`src/rtl/core_fetch.sv`:
```
// Instruction fetch stage: single-outstanding word reads into a 2-entry
// prefetch queue, head held under stall, flush and redirect on branch.
module core_fetch #(
    parameter logic [31:0] NOP_INSN = 32'hE1A00000
) (
    input  logic        clk,
    input  logic        rst_n,
    input  logic        stall,
    input  logic        branch,
    input  logic [29:0] branch_target,
    input  logic        fetch_ready,
    input  logic [31:0] fetch_data,
    output logic        fetch,
    output logic [29:0] fetch_addr,
    output logic [31:0] insn,
    output logic [29:0] insn_pc,
    output logic        insn_valid
);

    typedef struct packed {
        logic [31:0] word;
        logic [29:0] pc;
    } entry_t;

    entry_t     head;
    entry_t     tail;
    entry_t     new_entry;
    logic [1:0] count;
    logic       pending;
    logic       discard;

    logic       pop;
    logic       push;
    logic [1:0] count_after_pop;

    assign insn_valid = (count != 2'd0);
    assign insn       = insn_valid ? head.word : NOP_INSN;
    assign insn_pc    = head.pc;
    assign new_entry  = {fetch_data, fetch_addr};

    // Issue looks at the occupancy after this cycle's pop, so a request can
    // go out in the same cycle a full queue drains one entry.
    always_comb begin
        pop             = insn_valid && !stall && !branch;
        push            = fetch_ready && !discard && !branch;
        count_after_pop = count - {1'b0, insn_valid && !stall};
        fetch           = rst_n && !pending && !branch && (count_after_pop < 2'd2);
    end

    always_ff @(posedge clk or negedge rst_n) begin
        if (!rst_n) begin
            head  <= '0;
            tail  <= '0;
            count <= 2'd0;
        end else if (branch) begin
            count <= 2'd0;
        end else begin
            case ({push, pop})
                2'b10: begin
                    if (count == 2'd0) head <= new_entry;
                    else               tail <= new_entry;
                    count <= count + 2'd1;
                end
                2'b01: begin
                    head  <= tail;
                    count <= count - 2'd1;
                end
                2'b11: begin
                    if (count == 2'd1) begin
                        head <= new_entry;
                    end else begin
                        head <= tail;
                        tail <= new_entry;
                    end
                end
                default: ;
            endcase
        end
    end

    // A branch with a response still in flight marks it stale; a response
    // landing in the branch cycle itself is simply dropped.
    always_ff @(posedge clk or negedge rst_n) begin
        if (!rst_n) begin
            fetch_addr <= '0;
            pending    <= 1'b0;
            discard    <= 1'b0;
        end else if (branch) begin
            fetch_addr <= branch_target;
            pending    <= pending && !fetch_ready;
            discard    <= pending && !fetch_ready;
        end else begin
            if (fetch)            pending <= 1'b1;
            else if (fetch_ready) pending <= 1'b0;
            if (fetch_ready)      discard <= 1'b0;
            if (push)             fetch_addr <= fetch_addr + 30'd1;
        end
    end

endmodule

```
`config.mk`:
```
export PLATFORM = sky130hd
export DESIGN_NAME = core_fetch
export DESIGN_NICKNAME = d
export VERILOG_FILES = /design/src/rtl/core_fetch.sv
export SDC_FILE = /design/constraint.sdc
export NUM_CORES = 1
export LEC_CHECK = 0
export ABC_AREA = 0
export BUFFER_PORTS_ARGS = -buffer_cell sky130_fd_sc_hd__buf_2
export CORE_ASPECT_RATIO = 1.5
export CORE_UTILIZATION = 50
export CTS_CLUSTER_DIAMETER = 50
export DETAILED_ROUTE_END_ITERATION = 8
export PLACE_DENSITY = 0.86
export SLEW_MARGIN = 40
export SYNTH_ARGS = -nofsm -noshare
export SYNTH_HDL_FRONTEND = slang
export SYNTH_SLANG_ARGS = --single-unit
export TNS_END_PERCENT = 100
```
`constraint.sdc`:
```
create_clock -name clk -period 2.4 [get_ports clk]
set_input_delay 0.12 -clock clk [delete_from_list [all_inputs] [get_ports clk]]
set_output_delay 0.12 -clock clk [all_outputs]
set_load 0.005 [all_outputs]
```
==> impl_metrics.toml, run 1 <==
[run_status]
outcome = "completed"

[worst_hold_path]
min_from = "branch_target[21]"
hold_depth = 3
hold_path.class = "in2reg"

[critical_path]
setup.worst_path.start_class = "flop"
startpoint = "count[0]$_DFFE_PN0P_"
path_max_fanout = 35
critPathTopFamily = "simple AND/OR/NAND/NOR gates"
crit_slowest_cell = "dfrtp_1"
end_kind = "primary output"
crit_arrival_ns = 2.21
path_class = "reg2out"
cp.depth = 7
r2r-start = "count[0]$_DFFE_PN0P_"
cp_data_required_time_ns = 2.28
r2r_cells = 8
path_buf_inv = 3
crit_chain = "inv_1 -> ha_1 -> buf_8 -> nor3_2 -> xnor2_1 -> nor4b_2 -> buf_2"
cpPeakStageDelay_ns = 0.40

[timing]
fmax_mhz = 430
fin_skew_ns = 0.00905
fin_crit_sh_pct = 96.9
final-setup-viol-count = 0
tightest_slew_ns = 0.781
hold_ws_ns = 0.0208
drv_slew = 0
setup_slack_ns = 0.0739
hold_viol = 0
period_needed_ns = 2.33
relSlewSlack_pct = 47.4

[drt]
avgRoutedWirePerCell_microns = 17.3
vias = 6113
ant_nets = 0
drcViolationCount = 0
wirelength_mm = 19.1
via_per_inst = 5.53
drt_first_pass_iters = 6
first_iter_violations = 295

[clock_network]
cts-buffers-inserted = 17
cts.clk_slew.worst_paths_ns = 0.06
clkLatencyLatePin_ns = 0.41
cts_sinks = 158
cts_root_buf = "clkbuf_16"
h-tree-depth = 4
tritoncts = "built"
ctsLongestPathBuffers = 2

[pwr]
pwr_density_cell_mw_per_mm2 = 1120
ir_worst_vdd_uv = 661
leakage_uw = 0.00426

[layout]
post-route-util_pct = 66.8
n_antenna_cell = 0
drive_gt1_share_pct = 31.6
fillers = 1085
final_nets = 968
syn_to_final_growth_pct = 28.8

[logic_synthesis]
yosysTopAreaCell = "dfrtp_1"
synth_top_cells_by_count = "158 x dfrtp_1, 80 x nor2_1, 67 x mux2i_1, 65 x a21oi_1, 58 x mux2_2"
synth_edf_count = 0
synthCells = 714
syn_area_per_cell_sq_um = 10.7
synth_most_common_cell = "dfrtp_1"
syn-num-nets = 784
yosys_warnings = 0
async_flop_share_pct = 100
synthDominantCellAreaShare_pct = 51.8
synth-main-ff-cell = "dfrtp_1"
synth_area_leaders = "dfrtp_1 52%, mux2i_1 8.8%, mux2_2 8.6%, a21oi_1 4.3%, nor2_1 3.9%"
ys_types = 39
ys_seq_area_share_pct = 51.8
synthesis.area_sq_mm = 0.00763
ys_seq_elements = 158

[floorplanning]
die_w_microns = 103
initial_utilization_pct = 51.8
fp.dieArea_sq_mm = 0.0158
core_area_sq_mm = 0.0147
die_y_microns = 153
rows = 54
ioPinCount = 161

[grt]
grt_pass1_vias = 6240
grt_pass1_wl_mm = 30.4
grt_max_degree = 159
antenna_found_initial = 0
grt.overflow.total = 0
grtUsageTotal_pct = 25.1

[place]
dp_hpwl_mm = 11.4
portBuffers = 160
pre_cts_ws_ns = 0.0535
routabilityCongestion = 0.808

[job]
max-cap-violations = 0
## worst reg2reg max path, cell delays in order (launching register included)
cell and delay (ns):
dfrtp_1 0.40, inv_1 0.10, ha_1 0.24, or2_2 0.39
a211oi_4 0.26, buf_12 0.22, buf_12 0.19, mux2i_1 0.22
a21oi_1 0.09
## power breakdown
part | internal [uW] | switching (uW) | total (uW)
clock network | 1760 | 1050 | 2810
logic | 1920 | 1830 | 3750
registers | 3780 | 630 | 4410
## worst paths after layout
check	end	slack (ns)
worst max-delay path	fetch	0.07
worst min-delay path	fetch_addr[21]$_DFFE_PN0P_	0.02
worst max register to register	head[52]$_DFFE_PN0P_	0.16
worst min register to register	tail[26]$_DFFE_PN0P_	0.49
max in group asynchronous	fetch_addr[18]$_DFFE_PN0P_	1.36
min in group asynchronous	tail[51]$_DFFE_PN0P_	0.26
## per-layer routing
metal / GRT usage [%] / wire, microns / vias to the layer above
met5: 0 / 0 / -
met4: 13.3 / 812 / 0
met3: 3.89 / 761 / 66
met2: 42.6 / 10000 / 206
met1: 30.0 / 7530 / 3008
li1: - / - / 2833
## state kept, by name (all words and copies together), names as in the netlist
| signal | count |
|---|---|
| fetch_addr | 30 |
| insn_pc | 30 |
| discard | 1 |
| pending | 1 |
| tail | 62 |
| count | 2 |
| head | 32 |
## placed cells by master, fill, tap and decap left out, types with 3 or more instances in the layout
| cell | instances |
|---|---|
| buf_2 | 159 |
| bufinv_16 | 4 |
| nor2b_1 | 27 |
| mux2_2 | 58 |
| dfrtp_1 | 158 |
| nand2_1 | 34 |
| o211ai_1 | 3 |
| or4_1 | 16 |
| or2_2 | 8 |
| mux2i_1 | 67 |
| buf_12 | 8 |
| nand4_1 | 9 |
| inv_1 | 11 |
| a31oi_1 | 12 |
| a21oi_1 | 64 |
| nand3_1 | 13 |
| o21ai_0 | 16 |
| xnor2_1 | 10 |
| o31ai_1 | 11 |
| nor2_1 | 80 |
| xor2_1 | 5 |
| clkbuf_16 | 18 |
| buf_4 | 15 |
| ha_1 | 3 |
| nor4_1 | 5 |
| dlygate4sd3_1 | 59 |
## stage by stage
| stage | total power [uW] | std cells | setup TNS, ns | cell area (sq um) |
|---|---|---|---|---|
| 6_report | 11000 | 1105 | 0 | 9830 |
| 5_1_grt | 11600 | 1105 | -0.0184 | 9830 |
| 4_1_cts | 10900 | 1102 | 0 | 9760 |
| 3_5_place_dp | 7970 | 1013 | 0 | 8550 |
| 3_3_place_gp | 7790 | 1013 | 0 | 8550 |
| 2_1_floorplan | 6840 | 714 | 0 | 7630 |
## kinds of logic after synthesis
kind of cell               Yosys count  synth area share [%]
AOI/OAI and AO/OA                  115                  8.53
xor gates and xnor gates            15                  1.72
adders and majority gates            3                 0.492
buffers and inverters               91                  6.43
DFF                                158                  51.8
muxes                              125                  17.3
and+or+nand+nor                    207                  13.7
## area by class of cell
type | count | area, sq um | share of cell area [%]
inverters | 11 | 41.3 | 0.420
flip-flops and latches | 158 | 3950 | 40.2
multi-input cells | 465 | 3240 | 33.0
clock buffers | 20 | 447 | 4.54
clock inverters | 10 | 164 | 1.67
well taps | 196 | 245 | 2.49
repair buffers | 245 | 1740 | 17.7
## repair_timing
item                                    4_1_cts  5_1_grt
gates resized for setup                       2        3
endpoints found under the hold margin       216        0
setup buffers                                 0        1
endpoints found under the setup margin        1       14
pin swaps                                     0        1
hold buffers                                 59        0
gates cloned                                  0        1
Power figures use the tool's default switching activity.
==> inputs of run 2 (changes only) <==
--- a/config.mk
+++ b/config.mk
@@ -8,10 +8,12 @@
 export ABC_AREA = 0
 export BUFFER_PORTS_ARGS = -buffer_cell sky130_fd_sc_hd__buf_2
 export CORE_ASPECT_RATIO = 1.5
-export CORE_UTILIZATION = 50
+export CORE_UTILIZATION = 41
 export CTS_CLUSTER_DIAMETER = 50
 export DETAILED_ROUTE_END_ITERATION = 8
-export PLACE_DENSITY = 0.86
+export HOLD_SLACK_MARGIN = 0.06
+export PLACE_DENSITY = 0.74
+export SKIP_CTS_REPAIR_TIMING = 1
 export SLEW_MARGIN = 40
 export SYNTH_ARGS = -nofsm -noshare
 export SYNTH_HDL_FRONTEND = slang
==> run 2 against run 1 <==
Flip-flop and latch count did not move. Cell count rose by 4.9%. Power fell by 3.2%. First-iteration DRC count fell by 0.34%. Non-clock buffer count did not move. Fmax rose by 1.5%. Critical path type is now reg2reg. Highest routed layer unchanged.
==> impl_metrics.toml, run 2 (synthesized netlist as in run 1, its figures left out) <==
[floorplanning]
initial_utilization_pct = 42.2
rows = 60
die_w_microns = 113
ioPinCount = 161
fp.dieArea_sq_mm = 0.0192
die_y_microns = 169
core_area_sq_mm = 0.0181

[drt]
vias = 5936
drcViolationCount = 0
ant_nets = 0
wirelength_mm = 18.3
via_per_inst = 5.12
avgRoutedWirePerCell_microns = 15.7
drt_first_pass_iters = 6
first_iter_violations = 294

[critical_path]
crit_arrival_ns = 2.58
critPathTopFamily = "buffers and inverters"
cp_data_required_time_ns = 2.68
path_buf_inv = 3
path_class = "reg2reg"
crit_chain = "inv_1 -> ha_1 -> or2_2 -> a211oi_4 -> buf_4 -> buf_12 -> mux2i_1 -> a21oi_1"
path_max_fanout = 22
end_kind = "flop"
cpPeakStageDelay_ns = 0.40
setup.worst_path.start_class = "flop"
crit_slowest_cell = "or2_2"

[worst_hold_path]
hold_path.class = "in2reg"

[grt]
grt_pass1_vias = 5496
grt.overflow.total = 0
grt_pass1_wl_mm = 27.8
antenna_found_initial = 0
grt_use_met2_pct = 32.7
grt_util_met1_pct = 22.5
grtUsageTotal_pct = 18.7
grt_use_met3_pct = 3.26
grt_max_degree = 159
top_usage_layer = "met2"

[clock_network]
cts.clk_slew.worst_paths_ns = 0.07
ctsLongestPathBuffers = 2
cts_root_buf = "clkbuf_16"
cts_sinks = 158
clkLatencyLatePin_ns = 0.42
h-tree-depth = 4
cts-buffers-inserted = 17
tritoncts = "built"

[job]
max-cap-violations = 0

[timing]
drv_slew = 0
fmax_mhz = 436
fin_skew_ns = 0.00938
final-setup-viol-count = 0
hold_ws_ns = 0.124
period_needed_ns = 2.29
fin_crit_sh_pct = 95.5
hold_viol = 0
tightest_slew_ns = 0.685
relSlewSlack_pct = 53.9
rsz0062_at_grt = "true"
setup_slack_ns = 0.108

[layout]
post-route-util_pct = 54.4
drive_gt1_share_pct = 31.0
n_antenna_cell = 0
final_common_cell = "buf_2"
final_nets = 968
top_regs = "tail: 62 flops, head: 32 flops"
fillers = 1546
largest_reg_flops = 62
largest-register = "tail"
syn_to_final_growth_pct = 28.9
fin_area_sq_mm = 0.00984
layout_common_cells = "159 x buf_2, 158 x dfrtp_1, 80 x nor2_1"

[pwr]
leakage_uw = 0.00422
total_power_uw = 10600
ir_worst_vdd_uv = 511
pwr_density_cell_mw_per_mm2 = 1080

[place]
place_area_sq_mm = 0.00858
dp_hpwl_mm = 11.6
pre_cts_ws_ns = 0.0517
routabilityCongestion = 0.763
portBuffers = 160

[run_status]
outcome = "completed"
## run 2: cell count changes in the layout (fill, tap and decap cells not counted), sizes merged
cell	before	now
clkinvlp	1	5
clkinv	4	3
dlygate4sd3	59	64
inv	12	13
bufinv	4	2
buf	185	181
clkbuf	21	20
## run 2: path summary, 6_finish.rpt
path	cells past startpoint	slack [ns]	start	endpoint
setup / recovery	8	0.11	count[0]$_DFFE_PN0P_	head[44]$_DFFE_PN0P_
hold / removal	2	0.12	branch	count[0]$_DFFE_PN0P_
setup reg to reg	8	0.11	count[0]$_DFFE_PN0P_	head[44]$_DFFE_PN0P_
hold reg to reg	2	0.48	tail[26]$_DFFE_PN0P_	tail[26]$_DFFE_PN0P_
max in group asynchronous	4	1.33	rst_n	head[37]$_DFFE_PN0P_
min in group asynchronous	3	0.24	rst_n	tail[60]$_DFFE_PN0P_
## run 2: routing by layer
metal / share of wire (%) / vias up
li1: - / 2837
met1: 42 / 2909
met2: 53 / 163
met3: 3.6 / 27
met4: 2.2 / 0
met5: 0 / -
## run 2: stage by stage
| stage | instances | setup TNS [ns] |
|---|---|---|
| after global placement | 1062 | 0 |
| after CTS | 1094 | -0.106 |
| after detailed placement | 1062 | 0 |
| after floorplan | 714 | 0 |
| after global routing | 1159 | -0.0189 |
| final | 1159 | 0 |
## run 2: worst register-to-register path, stage by stage, from the launching register on
cell and delay [ns]:
dfrtp_1 0.38, inv_1 0.08, ha_1 0.23, or2_2 0.40
a211oi_4 0.31, buf_4 0.21, buf_12 0.20, mux2i_1 0.25
a21oi_1 0.11
## run 2: report_power, final
| group | total, uW | internal, uW | switching [uW] | leakage, uW |
|---|---|---|---|---|
| clock | 2640 | 1540 | 1100 | 0.000263 |
| sequential | 4370 | 3770 | 595 | 0.00183 |
| combinational | 3600 | 1860 | 1750 | 0.00212 |
## run 2: layout make-up
| cell class | instances | area, sq um | share of cell area [%] |
|---|---|---|---|
| Clock inverter | 12 | 138 | 1.40 |
| Clock buffer | 20 | 437 | 4.44 |
| Tap cell | 248 | 310 | 3.15 |
| Timing Repair Buffer | 245 | 1720 | 17.5 |
| Inverter | 11 | 41.3 | 0.420 |
| Multi-Input combinational cell | 465 | 3240 | 32.9 |
| Sequential cell | 158 | 3950 | 40.2 |
